[src/rtl/updown_modn_counter.sv]
// Up/down modulo-MOD counter with wrap/saturate boundary modes, parallel load,
// cascade carry (tc) and a sticky out-of-range-load error flag.
module updown_modn_counter #(
  parameter int WIDTH = 4,
  parameter int MOD   = 12
) (
  input  logic             clk,
  input  logic             rst,
  input  logic             en,
  input  logic             load,
  input  logic [WIDTH-1:0] a,
  input  logic             up,
  input  logic             sat,
  input  logic             clr_err,
  output logic [WIDTH-1:0] count,
  output logic             tc,
  output logic             wrap,
  output logic             at_limit,
  output logic             err
);

  // One extra bit so MOD == 2**WIDTH is representable for the range check.
  localparam logic [WIDTH:0]   MODX = (WIDTH+1)'(MOD);
  localparam logic [WIDTH-1:0] TOP  = WIDTH'(MOD - 1);

  logic at_top;
  logic at_bot;
  logic at_bound;
  logic a_ok;

  assign at_top   = (count == TOP);
  assign at_bot   = (count == '0);
  assign at_bound = up ? at_top : at_bot;
  assign tc       = en & at_bound;
  assign a_ok     = ({1'b0, a} < MODX);

  always_ff @(posedge clk) begin
    if (!rst) begin
      count    <= '0;
      wrap     <= 1'b0;
      at_limit <= 1'b0;
      err      <= 1'b0;
    end else begin
      // Setting the error takes precedence over clearing it on the same edge.
      if (load && !a_ok)
        err <= 1'b1;
      else if (clr_err)
        err <= 1'b0;

      if (load) begin
        count    <= a_ok ? a : '0;
        wrap     <= 1'b0;
        at_limit <= 1'b0;
      end else if (en) begin
        if (at_bound) begin
          if (sat) begin
            wrap     <= 1'b0;
            at_limit <= 1'b1;
          end else begin
            count    <= up ? '0 : TOP;
            wrap     <= 1'b1;
            at_limit <= 1'b0;
          end
        end else begin
          count    <= up ? count + WIDTH'(1) : count - WIDTH'(1);
          wrap     <= 1'b0;
          at_limit <= 1'b0;
        end
      end else begin
        wrap <= 1'b0;
      end
    end
  end

  count_in_range: assert property (@(posedge clk) disable iff (!rst) ({1'b0, count} < MODX));

endmodule

[config.mk]
export PLATFORM = sky130hd
export DESIGN_NAME = updown_modn_counter
export DESIGN_NICKNAME = d
export VERILOG_FILES = /design/src/rtl/updown_modn_counter.sv
export SDC_FILE = /design/constraint.sdc
export NUM_CORES = 1
export LEC_CHECK = 0
export BUFFER_PORTS_ARGS = -buffer_cell sky130_fd_sc_hd__buf_4
export CORE_UTILIZATION = 30
export DETAILED_ROUTE_END_ITERATION = 12
export PLACE_DENSITY_LB_ADDON = 0.3
export SLEW_MARGIN = 40
export SYNTH_ARGS = -nofsm -noshare
export SYNTH_HDL_FRONTEND = slang
export SYNTH_SLANG_ARGS = --single-unit
[constraint.sdc]
create_clock -name clk -period 1.84 [get_ports clk]
set_input_delay 0.276 -clock clk [delete_from_list [all_inputs] [get_ports clk]]
set_output_delay 0.276 -clock clk [all_outputs]
set_load 0.05 [all_outputs]
## Word level (Yosys, flattened, before mapping)

Index checks and enable logic that the tools add are counted.

| operators by class | value |
|---|---|
| $add $sub $neg | 2 |
| $mul | 0 |
| div/mod/pow operators | 0 |
| order comparisons | 1 |
| equality and inequality tests | 2 |
| shift operators | 0 |
| multiplexer cells | 13 |
| bitwise logic cells | 4 |
| reduce and logical (&&, ||, !) cells | 8 |

Operators with widths:

| operator | number |
|---|---|
| 2-to-1 mux 4 bit | 7 |
| 2-to-1 mux 1 bit | 6 |
| adder 4 x 1 -> 4 bit (second input constant) | 1 |
| equality test 4 bit (second input constant) | 1 |
| zero test 4 bit | 1 |
| < comparator 4 bit (second input constant) | 1 |
| nonzero test 2 bit | 2 |
| OR reduction 4 bit | 1 |
| subtractor 4 x 1 -> 4 bit (second input constant) | 1 |
| inequality test 3 bit (second input constant) | 1 |
| NOT 1 bit | 3 |
| AND reduction 2 bit | 1 |
| OR reduction 2 bit | 1 |
| AND 1 bit | 1 |
| logical AND 1 bit | 1 |
| zero test 1 bit | 1 |

| storage, ports and cells | value |
|---|---|
| flip-flop bits (word level) | 7 |
| latch bits | 0 |
| memory bits (writable) | 0 |
| bits in read-only memories | 0 |
| output and inout port bits | 8 |
| memories kept | 0 |

## Logic depth before layout (Yosys ltp)

| logic depth | value |
|---|---|
| word-level depth | 5 |
| mapped depth | 7 |
| depth with buffers taken out | 7 |

## Least setup slack after synthesis

No wires, ideal clock.

| timing path | value |
|---|---|
| path type | flip-flop to output port |
| start | register count[3] |
| end | output port tc |
| arrival | 1,681 ps |
| required time | 1,564 ps |
| slack | -117 ps |
| stages on the path, launching flop included | 5 |
| path through | dfxtp_1 -> buf_6 -> or4_4 -> a21oi_4 -> and2_4 |

| between the ends | value |
|---|---|
| cells in the longest elaborated chain, start to end | 3 |
| elaborated cells between the ends (all ways) | 4 |
| classes of those cells | eq/ne: 1; mux: 1; bitwise: 1; reduce/logical: 1 |

Ends and longest elaborated chain:

| element | line | text |
|---|---|---|
| start: declaration | 15 | `output logic [WIDTH-1:0] count,` |
| start signal: assignment | 51 | `count <= a_ok ? a : '0;` |
| start signal: assignment | 60 | `count <= up ? '0 : TOP;` |
| start signal: assignment | 65 | `count <= up ? count + WIDTH'(1) : count - WIDTH'(1);` |
| equality test 4 bit / zero test 4 bit (equally long branches) | 31, 32 |  |
| 2-to-1 mux 1 bit * | 33 | `assign at_bound = up ? at_top : at_bot;` |
| AND 1 bit * | 34 | `assign tc = en & at_bound;` |
| end: declaration | 16 | `output logic tc,` |

Mark *: on every way between the ends. The rest lies on a longest branch, timed or not.

## Worst setup path after layout

Ends and elaborated chain as after synthesis.

==> summary.md <==
| Metric | Value |
|---|---|
| Outcome | `complete, no violations` |
| WP data arrival | `1.54 ns` |
| Worst EP required | `1.56 ns` |
| Synth area leaders | `dfxtp_1 26%, nand2_1 9.0%, a21oi_1 4.6%` |
| Net Count, Synth | `82` |
| Gr busiest metal | `met2` |
| Met2 Track Usage GR | `0.241` |
| DIE AREA | `1980 sq um` |
| Max transition margin | `0.850` |
| Synth top area share | `0.259` |
| Avg Cell Area, Syn | `7.95 sq um` |
| # port buffers | `18` |
| IO Pins | `19` |
| Nets@finish | `108` |
| Die H | `44.4 um` |
| Final setup viols | `0` |
| Htree depth | `1` |
| Reg area | `146 sq um` |
| Layout area overhead | `41.9%` |
| Largest net degree at the start of global routing | `11` |
| Max Root-Sink Buffers | `2` |
| Tightest Hold Check Type | `input pin to flip-flop` |
| Static Leak | `0.347 nW` |
| Global-route track usage on met1 | `0.184` |
| Number of max-cap violations | `0` |
| Top cell type by total area after synthesis | `dfxtp_1` |
| Clock transition at path regs | `0.06 ns` |
| Ant. Diodes | `0` |
| Register area share after synthesis | `0.259` |
| Vias after detailed routing | `563` |
| GR Layer Usage met3 | `0.0122` |
| First-pass GRT wire length | `2.12 mm` |
| Number of enable flip-flop cells after synthesis | `0` |
| Initial antenna violation count | `0` |
| Crit Path Class | `flip-flop to output port` |
| Async SR Flop Fraction | `0` |
| Slew Limit Fails | `0` |
| Slew @ Worst Pin | `0.223 ns` |
| Total grt overflow | `0` |
| Fmax | `551 MHz` |
| CP endpoint kind | `output port` |
| Final WL | `1.25 mm` |
| Crit Path Max Fanout | `2` |
| Crit start category | `flip-flop` |
| Post-synth cell types | `31` |
| TritonCTS clock tree | `built` |
| Power Total | `0.507 mW` |
| Final period util | `0.987` |
| Cell row count | `14` |
| Vias per cell | `4.81` |
| Die width | `44.4 um` |
| Yosys synthesis warning count | `0` |
| Fill count | `163` |
| Unrepaired setup endpoints after global routing | `true` |
| Root Buffer | `clkbuf_4` |
| Final Hold Vio Count | `0` |
| HPWL after DPL | `981 um` |
| Mapped cell area | `541 sq um` |
| Power Density | `661 nW/um^2` |
| Seq cells post-synth | `7` |
| Fin Hold WS | `0.219 ns` |
| Vias in the first global route | `540` |
| Post-Place Cell Area | `716 sq um` |
| DR iter-0 viols | `18` |
| Drt drc | `0` |
| Max VDD drop | `0.000322 V` |
| Post-DR wirelength/cell | `10.7 um` |
| RePlAce Congestion | `0.761` |
| Later-pin clock latency in the skew report | `0.24 ns` |
| Synth Instances | `68` |
| Layout cells sized above 1 | `0.376` |
| Initial Utilization | `0.339` |
| Final Cell Area | `767 sq um` |
| Footprint of the multi-input gates | `369 sq um` |
| Setup_tns | `0 ns` |
| All-Layer GR Usage | `0.142` |
| Total CTS buffers | `3` |
| CORE AREA | `1590 sq um` |
| Pre-antenna DRT Iters | `4` |
| Top_reg_cell synth | `dfxtp_1` |
| Post-DRT Antenna Nets | `0` |
| Final Skew | `0.000985 ns` |
| CTS Sinks | `7` |
| Final min period | `1.82 ns` |
[placed cells by master (no fill, tap or decap), types with 2 or more instances in the layout]
master / instances
clkbuf_4: 3
o21ai_0: 3
nand3_1: 3
a21oi_1: 5
dfxtp_1: 4
a21boi_0: 2
nand2b_1: 4
buf_4: 22
dfxtp_2: 2
nor2_1: 2
nand2_1: 13
inv_1: 4
ha_1: 2
nand4_1: 2
a21o_1: 2
[cell usage after synthesis (2+ instances only)]
library cell / count
nand4_1: 2
inv_1: 4
a21oi_1: 5
nor2_1: 2
dfxtp_1: 7
nand3_1: 3
a21o_1: 2
ha_1: 2
a21boi_0: 2
o21ai_0: 3
nand2b_1: 4
nand2_1: 13
[flip-flops by register name, summed over array words and instances (netlist names)]
register,cells
wrap,1
err,1
at_limit,1
count,4
[critical path: stages (launching register included)]
cell and delay [ns]:
dfxtp_2 0.31, or4_4 0.53, a21oi_4 0.14, and2_4 0.17
buf_8 0.14
[area by class of cell]
| cell class | count | area share |
|---|---|---|
| Sequential cell | 7 | 0.191 |
| Inverter | 4 | 0.0196 |
| Clock buffer | 4 | 0.0343 |
| Tap cell | 24 | 0.0392 |
| Timing Repair Buffer | 23 | 0.235 |
| Multi-Input combinational cell | 55 | 0.481 |
[power breakdown]
group / internal, mW / switching, mW / leakage, nW
sequential: 0.161 / 0.00485 / 0.0586
clock: 0.0828 / 0.0567 / 0.0150
combinational: 0.0865 / 0.115 / 0.273
total: 0.330 / 0.176 / 0.347
[metrics by stage]
| stage | utilization | instances | setup WS [ns] |
|---|---|---|---|
| floorplan | - | 68 | 0.00409 |
| global placement | 0.449 | 111 | 0.137 |
| detailed placement | 0.449 | 111 | 0.117 |
| CTS | 0.481 | 117 | 0.0204 |
| global route | 0.481 | 117 | -0.0186 |
| finish | 0.481 | 117 | 0.0235 |
[what timing repair did]
item | CTS | global route
pin swaps | 1 | 0
buffers inserted | 2 | 0
hold endpoints to repair | 0 | 0
hold buffers | 0 | 0
resized for setup | 3 | 0
setup endpoints to repair | 1 | 1
[logic make-up (layout without fill, tap and decap cells)]
kind of cell,Yosys count,after routing,share of synthesized area
compound gates,21,21,0.292
flops,7,7,0.259
buf+inv,6,31,0.0579
fa+ha+maj,3,3,0.0833
xor+xnor,2,2,0.0324
simple gates,29,29,0.275
[worst paths after layout]
check             startpoint  slack (ns)  cells after the start  endpoint
setup / recovery    count[3]        0.02                      4        tc
hold / removal           sat        0.22                      2      wrap
hold reg to reg     at_limit        0.47                      2  at_limit
setup reg to reg    count[1]        0.16                      7  count[3]
[routing by layer]
layer	up-vias	share of wire
li1	289	-
met1	261	0.45
met2	13	0.51
met3	0	0.037
met4	0	0
met5	-	0
No activity file was read; power rests on OpenSTA's default activity.
